### config.mk
export PLATFORM = sky130hd
export DESIGN_NAME = intellitec_shed_scheduler
export DESIGN_NICKNAME = d
export VERILOG_FILES = /design/src/rtl/intellitec_shed_scheduler.sv
export SDC_FILE = /design/constraint.sdc
export NUM_CORES = 1
export LEC_CHECK = 0
export CELL_PAD_IN_SITES_DETAIL_PLACEMENT = 0
export CELL_PAD_IN_SITES_GLOBAL_PLACEMENT = 1
export CORE_MARGIN = 2
export CORE_UTILIZATION = 45
export CTS_CLUSTER_DIAMETER = 60
export DETAILED_ROUTE_END_ITERATION = 8
export DONT_BUFFER_PORTS = 1
export PLACE_DENSITY_LB_ADDON = 0.1
export SYNTH_ARGS = -nofsm -noshare
export SYNTH_HDL_FRONTEND = slang
export SYNTH_SLANG_ARGS = --single-unit
### constraint.sdc
create_clock -name clock -period 2.4 [get_ports clock]
set_clock_uncertainty 0.1 [all_clocks]
set_input_delay 0.24 -clock clock [delete_from_list [all_inputs] [get_ports clock]]
set_output_delay 0.24 -clock clock [all_outputs]
set_load 0.01 [all_outputs]
### src/rtl/intellitec_shed_scheduler.sv
// Two-zone compressor power-budget scheduler: anti-short-cycle lockout,
// staggered grants, preemption on budget cut and round-robin sharing.
module intellitec_shed_scheduler #(
   parameter int TICK_DIV = 1000,
   parameter int TW       = 8,
   parameter int MIN_OFF  = 120,
   parameter int MIN_RUN  = 60,
   parameter int STAGGER  = 10
) (
   input  logic       clock,
   input  logic       reset_n,
   input  logic [1:0] ac_req,
   input  logic [1:0] max_units,
   output logic [1:0] shed,
   output logic [1:0] running,
   output logic       tick
);

   localparam int PW = (TICK_DIV > 1) ? $clog2(TICK_DIV) : 1;

   localparam logic [1:0] LOCK  = 2'd0;
   localparam logic [1:0] READY = 2'd1;
   localparam logic [1:0] RUN   = 2'd2;

   logic [PW-1:0] presc_q, presc_d;
   logic [1:0]    st_q  [2];
   logic [1:0]    st_d  [2];
   logic [TW-1:0] off_q [2];
   logic [TW-1:0] off_d [2];
   logic [TW-1:0] run_q [2];
   logic [TW-1:0] run_d [2];
   logic [TW-1:0] stag_q, stag_d;
   logic          rr_q, rr_d;
   logic          last_q, last_d;

   logic [1:0] max_eff;
   logic [1:0] run_cnt;
   logic [1:0] cand;
   logic       grant_vld;
   logic       grant_zone;
   logic [1:0] preempt;
   logic [1:0] rotate;

   always_comb begin
      tick     = (presc_q == PW'(TICK_DIV - 1));
      presc_d  = tick ? '0 : presc_q + 1'b1;
      max_eff  = (max_units == 2'd3) ? 2'd2 : max_units;
      run_cnt  = {1'b0, st_q[0] == RUN} + {1'b0, st_q[1] == RUN};

      for (int i = 0; i < 2; i++) begin
         cand[i]    = (st_q[i] == READY) && ac_req[i] && (stag_q == '0) && (run_cnt < max_eff);
         // The latest grant is shed first when the budget shrinks below the running count.
         preempt[i] = (st_q[i] == RUN) && (run_cnt > max_eff) &&
                      ((max_eff == 2'd0) || (last_q == i[0]));
         rotate[i]  = (st_q[i] == RUN) && (max_eff == 2'd1) && (st_q[1-i] == READY) &&
                      ac_req[1-i] && (run_q[i] >= TW'(MIN_RUN));
      end

      grant_vld  = |cand;
      grant_zone = (&cand) ? rr_q : cand[1];

      stag_d = stag_q;
      rr_d   = rr_q;
      last_d = last_q;
      if (grant_vld) begin
         stag_d = TW'(STAGGER);
         rr_d   = ~grant_zone;
         last_d = grant_zone;
      end else if (tick && stag_q != '0) begin
         stag_d = stag_q - 1'b1;
      end

      for (int i = 0; i < 2; i++) begin
         st_d[i]  = st_q[i];
         off_d[i] = (tick && off_q[i] != '0) ? off_q[i] - 1'b1 : off_q[i];
         run_d[i] = (tick && run_q[i] != '1) ? run_q[i] + 1'b1 : run_q[i];
         case (st_q[i])
            LOCK: begin
               if (tick && off_q[i] <= TW'(1)) st_d[i] = READY;
            end
            READY: begin
               if (grant_vld && grant_zone == i[0]) begin
                  st_d[i]  = RUN;
                  run_d[i] = '0;
               end
            end
            RUN: begin
               if (!ac_req[i] || preempt[i] || rotate[i]) begin
                  st_d[i]  = LOCK;
                  off_d[i] = TW'(MIN_OFF);
               end
            end
            default: st_d[i] = LOCK;
         endcase
         running[i] = (st_q[i] == RUN);
         shed[i]    = (st_q[i] != RUN);
      end
   end

   always_ff @(posedge clock or negedge reset_n) begin
      if (!reset_n) begin
         presc_q <= '0;
         stag_q  <= '0;
         rr_q    <= 1'b0;
         last_q  <= 1'b0;
         for (int i = 0; i < 2; i++) begin
            st_q[i]  <= LOCK;
            off_q[i] <= TW'(MIN_OFF);
            run_q[i] <= '0;
         end
      end else begin
         presc_q <= presc_d;
         stag_q  <= stag_d;
         rr_q    <= rr_d;
         last_q  <= last_d;
         for (int i = 0; i < 2; i++) begin
            st_q[i]  <= st_d[i];
            off_q[i] <= off_d[i];
            run_q[i] <= run_d[i];
         end
      end
   end

endmodule

======== After elaboration in Yosys (flattened, before gate mapping) ========
Cells that the tools add are included.
word-level totals
  input port bits ......................... 6
  flip-flop bits (word level) ............. 56
  output and inout port bits .............. 5
  logic and storage cells ................. 114
operators by class
  equal/unequal tests ..................... 17
  bitwise logic cells ..................... 2
  magnitude comparators ................... 6
  add/subtract/negate cells ............... 7
  reductions and logical operators ........ 47
  mux-type cells .......................... 25
operators with widths
  kind                   count
  $mux 8                 14
  $logic_and 1x1->1      27
  $reduce_bool 8->1      3
  $sub 8x1->8 const B    3
  $add 8x1->8 const B    2
  $ge 8x6->1 const B     2
  $le 8x1->1 const B     2
  $ne 8x8->1 const B     2
  $mux 2                 7
  $pmux 2 s3             2
  $add 10x1->10 const B  1
  $eq 10x10->1 const B   1
  $mux 10                1
  $logic_not 8->1        1
  $ne 2x1->1 const B     4
  $ne 2x2->1 const B     4
  $eq 2x1->1 const B     3
  $eq 2x2->1 const B     3
  $logic_not 2->1        3
  $logic_or 1x1->1       6
  $reduce_and 3->1       2
  $add 1x1->2            1
  $gt 2x2->1             1
  $logic_not 1->1        2
  6 further kinds        7

======== Depth between registers and ports, before layout ========
Gate-level depths: netlist of the first run.
  depth in word-level cells ............... 10
  mapped depth ............................ 9
  mapped depth without buffers ............ 8

======== Worst setup path before layout of the first run ========
No wires, ideal clock.
  path kind ............................... reg2reg
  from .................................... register st_q[2] in the netlist's numbering
  to ...................................... register st_q[0] in the netlist's numbering
  clock period less this slack ............ 2594 ps
  arrival ................................. 2367 ps
  setup slack ............................. -194 ps
  library setup time ...................... 127 ps
  stages on the path, launching flop included .. 10
  data required time ...................... 2173 ps
  path buffers ............................ 1
  cells stage by stage .................... dfrtp_1 nor2b_1 inv_1 nor2_1 ha_1 nor2b_1 or3_1 a2111oi_4 buf_4 o21ai_0
on the way
  longest elaborated chain between the ends .. 9
  elaborated cells on any way between the ends .. 23
  classes of those cells .................. 1 x add/sub; 2 x order compare; 4 x eq/ne; 1 x mux; 15 x reduce/logical
ends and longest elaborated chain
  what                                                          RTL line  source
  start, declared                                               26        logic [1:0] st_q [2];
  start signal, assigned by index                               117       st_q[i] <= st_d[i];
  $eq 2x2->1 *                                                  n/a
  named net running[0]                                          15        output logic [1:0] running,
  $add 1x1->2 *                                                 48        run_cnt = {1'b0, st_q[0] == RUN} + {1'b0, st_q[1] == RUN};
  $lt 2x2->1 / $gt 2x2->1 (equally long branches)               51, 53
  $logic_and 1x1->1, on equally long branches                   51, 53
  $reduce_and 2->1 / $logic_and 1x1->1 (equally long branches)  60, 53
  $mux 1 / $logic_or 1x1->1 (equally long branches)             60, 88
  $logic_and 1x1->1 / $logic_or 1x1->1 (equally long branches)  82, 88
  $ne 2x1->1 (no source line)                                   n/a
  $reduce_and 3->1 (no source line) *                           n/a
Mark *: on every way through the listed nets, which the timed path passes. The rest lies on a longest branch.
A chain may end at the register's enable or synchronous reset.

======== Final worst setup path of the first run ========
  from .................................... register presc_q[0]
  to ...................................... output tick
on the way
  longest elaborated chain between the ends .. 1
ends and longest elaborated chain
  what                    RTL line  source
  start, declared         25        logic [PW-1:0] presc_q, presc_d;
  start signal, assigned  112       presc_q <= presc_d;
  $eq 10x10->1            45        tick = (presc_q == PW'(TICK_DIV - 1));
  end, declared           16        output logic tick
No other way between the ends.

==> out/qor.csv, run 1 <==
stage,metric,value,unit
run_status,status,"finished, final reports clean",
drt,ANT nets after route,0,
worst_setup_path,CP startpoint kind,register,
die,Die Y,89.5,um
logic_synthesis,Netlist Area Pre-Place,3290,sq um
sta,Slew @ Worst Pin,0.538,ns
final_layout,Layout area overhead,14.8,%
drt,via count,2740,
drt,drt drc,0,
sta,Peak Freq,0.437,GHz
logic_synthesis,YS warnings,0,
worst_setup_path,"Req. time, crit path",2.06,ns
sta,final period utilization,0.953,
logic_synthesis,Yosys reg bits,56,
drt,vias per cell,5.85,
sta,RSZ-0062 raised after global routing,no,
placed_design,GPL Wtd Cong,0.855,
worst_setup_path,CP max FO,25,
hold_path,Hold EP,off_q[14]$_DFF_PN1_,
logic_synthesis,post-synthesis async set-or-reset flop share,1.00,
placed_design,Detailed Place HPWL,4.86,mm
clock_network,CTS Root Cell,clkbuf_8,
final_layout,Fill cells,658,
die,Initial Util,0.459,
sta,setup tns final,0,ns
final_layout,area of the multi-input gates,1800,sq um
final_layout,# diodes,0,
logic_synthesis,syn_area_per_cell,9.54,sq um
final_layout,design area,3780,sq um
clock_network,CTS Buffer Depth,2,
placed_design,Port Buffers,0,
grt,first-pass GRT wire length,12.4,mm
worst_setup_path,crit path kind,register to primary output,
grt,Total Routing Usage GR,0.198,
final_layout,Final Net Count,389,
hold_path,Hold Path Depth,2,
die,die width,89.5,um
grt,largest net degree at the start of global routing,57,
worst_setup_path,delay of the slowest critical-path stage,0.40,ns
run,max_cap viols,0,
grt,vias in the first global route,2531,
drt,DRT iter0 DRCs,166,
logic_synthesis,synth top area cells,"dfrtp_1 (37%), dfstp_2 (6.4%), ha_1 (5.7%), o21ai_0 (3.0%), a21oi_1 (2.9%)",
worst_setup_path,FF-to-FF End,run_q[3]$_DFF_PN0_,
logic_synthesis,Mapped Cells,345,
worst_setup_path,CP arrival,1.95,ns
grt,gr busiest metal,met1,
clock_network,CTS tree,done,
clock_network,htree depth,2,
grt,initial antenna violation count,0,
pwr,Power Density,441,nW/um^2
sta,Final Critical Period,2.29,ns
logic_synthesis,Synth cell types,58,
logic_synthesis,Post-synth EDFFs,0,
sta,max-slew violation count,0,
worst_setup_path,RR Startpoint,st_q[1]$_DFFE_PN0P_,
sta,final hold viol count,0,
final_layout,share of cells above drive strength 1,0.152,
sta,Final setup viols,0,
worst_setup_path,CP bufs+invs,4,
worst_setup_path,worst r2r path cells,9,
grt,total gr overflow,0,
pwr,Tot Pwr,1.67,mW
pwr,Leak,1.60,nW
die,Core ar.,7180,sq um
grt,met1 usage,0.296,
drt,drt total wl,7.39,mm
clock_network,cts bufs inserted,5,
worst_setup_path,Top delay family on crit path,buffers and inverters,
final_layout,utilization of the core after routing,0.527,
drt,drt wl/cell,15.8,um
worst_setup_path,R2R setup slack,0.12,ns
sta,Slew Limit Headroom,0.638,
worst_setup_path,crit path capture type,primary output,
die,Die ar.,8010,sq um
die,Cell Rows,31,
clock_network,Worst-Skew Late Latency,0.32,ns
clock_network,clock slew seen by the registers of the worst setup and hold paths,0.10,ns
logic_synthesis,Synth Flop Type,dfrtp_1,
hold_path,Hold Crit Start,ac_req[0],
placed_design,Placement Cell Area,3520,sq um
grt,grt met2 use,0.290,
clock_network,CTS Sinks,56,
final_layout,Register Area,1410,sq um
logic_synthesis,Post-Syn Nets,366,
logic_synthesis,Synth area leader,dfrtp_1,
hold_path,Min-Delay Path Class,primary input to register,
placed_design,cell count after placement,452,
logic_synthesis,share of the synthesized area in the top cell type,0.365,
worst_setup_path,CP cell instances,ha_2 -> and4bb_2 -> nand3_2 -> buf_12 -> clkinv_1 -> buf_8 -> buf_4,
grt,GRT met3 Usage,0.0416,
die,num ports,11,
drt,Detailed Routing Iterations Pass 1,4,
worst_setup_path,Slowest cell on crit path,dfrtp_1,
pwr,VDD IR max,0.323,mV
logic_synthesis,share of the yosys chip area belonging to registers,0.429,
final_layout,Non-Filler Instances,468,
worst reg2reg max path: stages, from the launching register on:
cell and delay [ns]:
dfrtp_1 0.41, nor2b_4 0.15, inv_2 0.06, nor2_2 0.03
ha_1 0.30, nor2b_4 0.14, or3_4 0.38, a2111oi_4 0.34
buf_4 0.21, a21oi_1 0.05
metrics by stage:
stage / worst slack (ns) / hold slack [ns]
after floorplan: 0.0167 / -0.156
after global placement: 0.0726 / -0.154
after detailed placement: 0.0193 / -0.154
after CTS: 0.00412 / 0.0702
after global routing: 0.00134 / 0.0721
final: 0.112 / 0.0694
synthesized netlist by cell type (all sizes together) (3+ instances only):
library cell,instances
o31ai,3
or4,8
o21ai,21
buf,7
and2,4
ha,15
nor3,16
inv,17
nand3b,3
a311oi,3
nand2b,5
nand4b,3
nand3,19
xnor2,7
nor2,22
dfstp,8
a21o,4
nor2b,4
o311ai,3
clkbuf,3
nor4,10
nand2,13
a21oi,19
a31oi,5
xor2,5
nand4,12
o31a,3
and4,10
dfrtp,48
or3,8
and3,9
kinds of logic (layout without fill, tap and decap cells):
kind of cell | after synthesis | after routing | share of synthesized area
buf+inv | 28 | 52 | 0.0373
flops | 56 | 56 | 0.429
simple gates | 154 | 154 | 0.279
fa+ha+maj | 15 | 15 | 0.0570
compound gates | 78 | 78 | 0.160
xor+xnor | 12 | 12 | 0.0319
mux | 2 | 2 | 0.00608
state kept, by name, summed over array words and instances, names as in the netlist:
name	cells
last_q	1
off_q	16
presc_q	10
rr_q	1
run_q	16
st_q	4
stag_q	8
repair_timing:
action                     4_1_cts  5_1_grt
pin swaps                        0        1
hold endpoints to repair        58        0
setup endpoints to repair        1       14
cloned                           1        1
hold buffers                     4        0
buffers inserted                 0        2
resized for setup                2       10
power breakdown:
| part | internal (mW) | switching [mW] |
|---|---|---|
| Sequential | 0.962 | 0.0172 |
| Clock | 0.265 | 0.318 |
| Combinational | 0.0423 | 0.0606 |
area by class of cell:
class                           instances  area share
Multi-Input combinational cell        261       0.477
Clock buffer                            8      0.0265
Inverter                               18      0.0179
Timing Repair Buffer                   26      0.0719
Tap cell                               99      0.0328
Sequential cell                        56       0.374
routing by layer:
| layer | share of wire | vias up |
|---|---|---|
| met1 | 0.53 | 1349 |
| met5 | 0 | - |
| li1 | - | 1349 |
| met3 | 0.032 | 6 |
| met4 | 0.0076 | 0 |
| met2 | 0.43 | 36 |
worst max path at each step:
stage | from | cells past startpoint | endpoint
2_1_floorplan | st_q[2]$_DFFE_PN0P_ | 9 | st_q[0]$_DFFE_PN0P_
3_3_place_gp | st_q[0]$_DFFE_PN0P_ | 9 | st_q[0]$_DFFE_PN0P_
3_5_place_dp | st_q[1]$_DFFE_PN0P_ | 9 | st_q[0]$_DFFE_PN0P_
4_1_cts | st_q[0]$_DFFE_PN0P_ | 9 | st_q[0]$_DFFE_PN0P_
5_1_grt | st_q[1]$_DFFE_PN0P_ | 9 | st_q[0]$_DFFE_PN0P_
6_report | presc_q[0]$_DFF_PN0_ | 7 | tick
placed cells by master (no fill, tap or decap), types with 10 or more instances in the layout:
cell type	Yosys	final
buf_4	1	18
and4_1	10	10
nor2_1	22	21
inv_1	17	15
a21oi_1	19	19
nand3_1	19	18
o21ai_0	20	20
nand2_1	13	13
nand4_1	12	12
dfrtp_1	48	48
nor3_1	16	16
ha_1	15	13
Note: power is estimated with default switching activity, not from simulation.
==> run 2, diff against run 1 <==
Settings changed: HOLD_SLACK_MARGIN set to 0.15, PLACE_DENSITY set to 0.75, PLACE_DENSITY_LB_ADDON 0.1 to not set.
==> out/qor.csv, run 2 (synthesized netlist as in run 1, its figures left out) <==
stage,metric,value,unit
clock_network,CTS tree,done,
worst_setup_path,crit path kind,register to register,
grt,Total Routing Usage GR,0.190,
worst_setup_path,crit path capture type,register,
sta,final period utilization,0.964,
sta,Final setup viols,0,
grt,initial antenna violation count,0,
grt,total gr overflow,0,
pwr,Net Sw Frac,0.256,
final_layout,"commonest non-fill, non-tap cell in the layout",dfrtp_1,
clock_network,CTS Buffer Depth,2,
final_layout,share of cells above drive strength 1,0.139,
placed_design,Port Buffers,0,
sta,setup tns final,0,ns
sta,Slew @ Worst Pin,0.696,ns
sta,max-slew violation count,0,
worst_setup_path,CP arrival,2.42,ns
pwr,Combinational Power Share,0.063,
drt,Detailed Routing Iterations Pass 1,4,
sta,Slew Limit Headroom,0.530,
pwr,Power Density,441,nW/um^2
pwr,VDD IR max,0.216,mV
final_layout,Register Area,1410,sq um
grt,GRT met3 Usage,0.0416,
die,Core ar.,7180,sq um
grt,vias in the first global route,2595,
drt,drt total wl,7.14,mm
die,Initial Util,0.459,
final_layout,most frequent cells in the layout,"dfrtp_1 (48), nor2_1 (22), o21ai_0 (20), nand3_1 (19), a21oi_1 (19)",
clock_network,htree depth,2,
clock_network,Worst-Skew Late Latency,0.33,ns
final_layout,biggest regs,"off_q (16), run_q (16), presc_q (10)",
grt,grt met2 use,0.304,
final_layout,# diodes,0,
placed_design,GPL Wtd Cong,0.830,
grt,met1 usage,0.267,
drt,drt wl/cell,15.3,um
worst_setup_path,CP startpoint kind,register,
final_layout,area of the multi-input gates,1790,sq um
sta,Final Critical Period,2.31,ns
drt,ANT nets after route,0,
pwr,Leak,1.55,nW
die,Cell Rows,31,
pwr,share of power burned in registers,0.601,
drt,via count,2736,
sta,final hold viol count,0,
die,Die ar.,8010,sq um
die,num ports,11,
run,max_cap viols,0,
final_layout,Final Net Count,386,
sta,Peak Freq,0.432,GHz
hold_path,Min-Delay Path Class,primary input to register,
run_status,status,"finished, final reports clean",
grt,first-pass GRT wire length,12.1,mm
clock_network,CTS Root Cell,clkbuf_8,
drt,DRT iter0 DRCs,118,
final_layout,Layout area overhead,12.2,%
clock_network,clock slew seen by the registers of the worst setup and hold paths,0.10,ns
worst_setup_path,"Req. time, crit path",2.51,ns
drt,drt drc,0,
pwr,Clock power frac,0.336,
die,Die Y,89.5,um
pwr,Tot Pwr,1.63,mW
worst_setup_path,CP max FO,5,
clock_network,CTS Sinks,56,
placed_design,Detailed Place HPWL,4.95,mm
drt,vias per cell,5.88,
grt,largest net degree at the start of global routing,57,
clock_network,total setup buffers inserted after CTS,0,
die,die width,89.5,um
pwr,Net Sw Power,0.417,mW
pwr,Cell Int Power,1.21,mW
clock_network,cts bufs inserted,5,
grt,gr busiest metal,met2,
sta,RSZ-0062 raised after global routing,no,
final_layout,Fill cells,663,
[run 2: worst max-delay path: stages (launching register included)]
cell       delay (ns)
dfrtp_1          0.40
nor2b_4          0.18
inv_2            0.04
nor2_1           0.10
ha_1             0.25
nor2b_4          0.14
or3_4            0.38
a2111oi_4        0.35
buf_4            0.21
a21oi_1          0.04
[run 2: area by class of cell]
class | instances | area share
clock buffers | 5 | 0.0186
clock inverters | 3 | 0.00644
inverters | 18 | 0.0183
multi-input cells | 261 | 0.486
flip-flops and latches | 56 | 0.382
well taps | 99 | 0.0335
repair buffers | 23 | 0.0552
[run 2: metrics by stage]
| stage | cells | util | hold slack (ns) | area (sq um) | worst slack [ns] |
|---|---|---|---|---|---|
| 6_report | 465 | 0.515 | 0.177 | 3690 | 0.0871 |
| 5_1_grt | 465 | 0.515 | 0.174 | 3690 | 0.00415 |
| 4_1_cts | 464 | 0.510 | 0.175 | 3660 | 0.0236 |
| 3_5_place_dp | 452 | 0.489 | -0.154 | 3510 | 0.0607 |
| 3_3_place_gp | 452 | 0.489 | -0.154 | 3510 | 0.0832 |
| 2_1_floorplan | 345 | - | -0.156 | 3310 | 0.0167 |
[run 2: routing by layer]
| layer | part of all wire | vias up |
|---|---|---|
| li1 | - | 1348 |
| met1 | 0.51 | 1347 |
| met2 | 0.45 | 35 |
| met3 | 0.025 | 6 |
| met4 | 0.0091 | 0 |
| met5 | 0 | - |
[run 2: power by group through the flow]
| stage | sequential [mW] | combinational (mW) | clock, mW |
|---|---|---|---|
| floorplan | 0.993 | 0.0527 | 0 |
| global placement | 0.996 | 0.0699 | 0 |
| detailed placement | 0.997 | 0.0707 | 0 |
| CTS | 0.979 | 0.102 | 0.562 |
| global route | 0.982 | 0.118 | 0.604 |
| finish | 0.979 | 0.102 | 0.548 |
[run 2: worst paths after layout]
path                                 startpoint              endpoint  slack, ns  cells past startpoint
max                         st_q[1]$_DFFE_PN0P_    run_q[1]$_DFF_PN0_       0.09                      9
min                                   ac_req[1]    off_q[6]$_DFF_PN1_       0.18                      3
max reg2reg                 st_q[1]$_DFFE_PN0P_    run_q[1]$_DFF_PN0_       0.09                      9
min reg2reg                presc_q[0]$_DFF_PN0_  presc_q[0]$_DFF_PN0_       0.39                      1
max in group asynchronous               reset_n    off_q[3]$_DFF_PN1_       1.54                      2
min in group asynchronous               reset_n    off_q[8]$_DFF_PN0_       0.34                      2
[run 2: repair_timing]
item / 4_1_cts / 5_1_grt
endpoints found under the hold margin: 65 / 0
resized for setup: 0 / 7
setup endpoints to repair: 0 / 10
hold buffers: 4 / 0
==> run 3, diff against run 2 <==
Settings changed: GPL_ROUTABILITY_DRIVEN set to 0, SETUP_SLACK_MARGIN set to 0.15, SLEW_MARGIN set to 20.
==> out/qor.csv, run 3 (synthesized netlist as in run 1, its figures left out) <==
stage,metric,value,unit
run_status,status,"finished, final reports clean",
clock_network,CTS Root Cell,clkbuf_8,
die,Die Y,89.5,um
pwr,Power Density,454,nW/um^2
drt,ANT nets after route,0,
drt,DRT iter0 DRCs,154,
placed_design,Detailed Place HPWL,5.00,mm
pwr,Leak,1.60,nW
worst_setup_path,worst r2r path cells,9,
pwr,share of power burned in registers,0.572,
drt,drt drc,0,
final_layout,"commonest non-fill, non-tap cell in the layout",dfrtp_1,
sta,Peak Freq,0.453,GHz
final_layout,utilization of the core after routing,0.527,
final_layout,Final Net Count,388,
worst_setup_path,Top delay family on crit path,simple AND/OR/NAND/NOR gates,
final_layout,share of cells above drive strength 1,0.152,
grt,initial antenna violation count,0,
sta,Slew @ Worst Pin,0.740,ns
sta,final period utilization,0.919,
die,Cell Rows,31,
drt,Detailed Routing Iterations Pass 1,4,
worst_setup_path,"Req. time, crit path",2.51,ns
placed_design,Port Buffers,0,
drt,drt total wl,7.64,mm
pwr,Clock power frac,0.369,
final_layout,design area,3780,sq um
worst_setup_path,Slowest cell on crit path,dfrtp_1,
hold_path,Min-Delay Path Class,primary input to register,
grt,Total Routing Usage GR,0.198,
worst_setup_path,stages on the worst setup path,9,
final_layout,# diodes,0,
pwr,Net Sw Frac,0.235,
final_layout,Fill cells,674,
clock_network,cts bufs inserted,5,
worst_setup_path,R2R setup slack,0.19,ns
sta,hold slack,0.185,ns
worst_setup_path,FF-to-FF End,st_q[0]$_DFFE_PN0P_,
hold_path,Hold Crit Start,ac_req[1],
worst_setup_path,RR Startpoint,st_q[1]$_DFFE_PN0P_,
grt,first-pass GRT wire length,12.4,mm
sta,max-slew violation count,0,
sta,Slew Limit Headroom,0.501,
clock_network,CTS Buffer Depth,2,
worst_setup_path,delay of the slowest critical-path stage,0.42,ns
grt,largest net degree at the start of global routing,57,
final_layout,biggest regs,"off_q (16), run_q (16), presc_q (10)",
pwr,Cell Int Power,1.31,mW
worst_setup_path,crit path kind,register to register,
die,die width,89.5,um
sta,final hold viol count,0,
final_layout,Layout area overhead,14.9,%
final_layout,Register Area,1410,sq um
drt,via count,2767,
pwr,Combinational Power Share,0.059,
sta,RSZ-0062 raised after global routing,yes,
die,Die ar.,8010,sq um
die,Initial Util,0.459,
sta,Final Critical Period,2.21,ns
worst_setup_path,CP bufs+invs,2,
clock_network,clock slew seen by the registers of the worst setup and hold paths,0.10,ns
pwr,VDD IR max,0.192,mV
worst_setup_path,CP max FO,11,
clock_network,htree depth,2,
worst_setup_path,CP cell instances,nor2b_4 -> buf_4 -> xnor2_2 -> ha_2 -> nor2b_4 -> or3_4 -> a2111oi_4 -> buf_6 -> o21ai_0,
grt,total gr overflow,0,
placed_design,Placement Cell Area,3500,sq um
die,Core ar.,7180,sq um
sta,Final setup viols,0,
worst_setup_path,crit path capture type,register,
drt,drt wl/cell,16.4,um
pwr,Net Sw Power,0.403,mW
sta,setup tns final,0,ns
clock_network,CTS Sinks,56,
clock_network,CTS tree,done,
worst_setup_path,CP arrival,2.31,ns
worst_setup_path,CP startpoint kind,register,
hold_path,Hold EP,off_q[7]$_DFF_PN0_,
drt,vias per cell,5.93,
final_layout,area of the multi-input gates,1810,sq um
die,num ports,11,
hold_path,Hold Path Depth,3,
worst_setup_path,crit-path most repeated cell,nor2b_4,
grt,vias in the first global route,2596,
clock_network,Worst-Skew Late Latency,0.31,ns
run,max_cap viols,0,
final_layout,most frequent cells in the layout,"dfrtp_1 (48), nor2_1 (22), o21ai_0 (20), a21oi_1 (19)",
[run 3: cell types whose count changed in the layout (fill, tap and decap cells not counted), sizes merged]
| cell | before | now |
|---|---|---|
| clkbuf | 5 | 6 |
| bufbuf | 0 | 1 |
| bufinv | 0 | 1 |
| buf | 20 | 21 |
| clkinvlp | 2 | 0 |
[run 3: timing repair]
item | in CTS | in global routing
endpoints found under the setup margin | 3 | 29
pin swaps | 0 | 2
hold buffers | 4 | 0
hold endpoints to repair | 65 | 0
setup buffers | 0 | 6
resized for setup | 2 | 7
gates cloned | 1 | 0
[run 3: worst max path at each step]
stage                   startpoint                  end  slack, ns
3_3_place_gp   st_q[2]$_DFFE_PN0P_  st_q[0]$_DFFE_PN0P_       0.21
3_5_place_dp   st_q[2]$_DFFE_PN0P_  st_q[0]$_DFFE_PN0P_       0.15
5_1_grt        st_q[0]$_DFFE_PN0P_   off_q[3]$_DFF_PN1_       0.09
4_1_cts        st_q[2]$_DFFE_PN0P_   off_q[3]$_DFF_PN1_       0.16
2_1_floorplan  st_q[2]$_DFFE_PN0P_  st_q[0]$_DFFE_PN0P_       0.17
6_report       st_q[1]$_DFFE_PN0P_  st_q[0]$_DFFE_PN0P_       0.19
[run 3: power groups by stage]
stage | clock, mW | sequential, mW | combinational, mW
global placement | 0 | 0.998 | 0.0664
CTS | 0.649 | 0.980 | 0.0972
global route | 0.683 | 0.984 | 0.114
finish | 0.632 | 0.981 | 0.102
floorplan | 0 | 0.993 | 0.0528
detailed placement | 0 | 0.998 | 0.0667
[run 3: tightest hold or removal path: cells and delay by family]
kind	cells	cell delay, ns
AOI/OAI and AO/OA	2	0.18
buffers and inverters	1	0.15
[run 3: layer usage]
layer,track usage,wire length [um],up-vias
met5,0,0,-
met1,0.279,3770,1369
li1,-,-,1348
met4,0.0597,94,0
met2,0.316,3560,42
met3,0.0295,222,8
[run 3: metrics by stage]
step | std cells | total power, mW | setup WS, ns
6_report | 467 | 1.71 | 0.193
5_1_grt | 467 | 1.78 | 0.0940
4_1_cts | 461 | 1.73 | 0.157
3_5_place_dp | 448 | 1.06 | 0.154
3_3_place_gp | 448 | 1.06 | 0.207
2_1_floorplan | 345 | 1.05 | 0.168
[run 3: final cells by class]
cell class,instances,area share
Sequential cell,56,0.373
Timing Repair Buffer,25,0.0678
Tap cell,99,0.0328
Clock buffer,6,0.0192
Multi-Input combinational cell,261,0.480
Inverter,18,0.0179
Clock inverter,2,0.00927
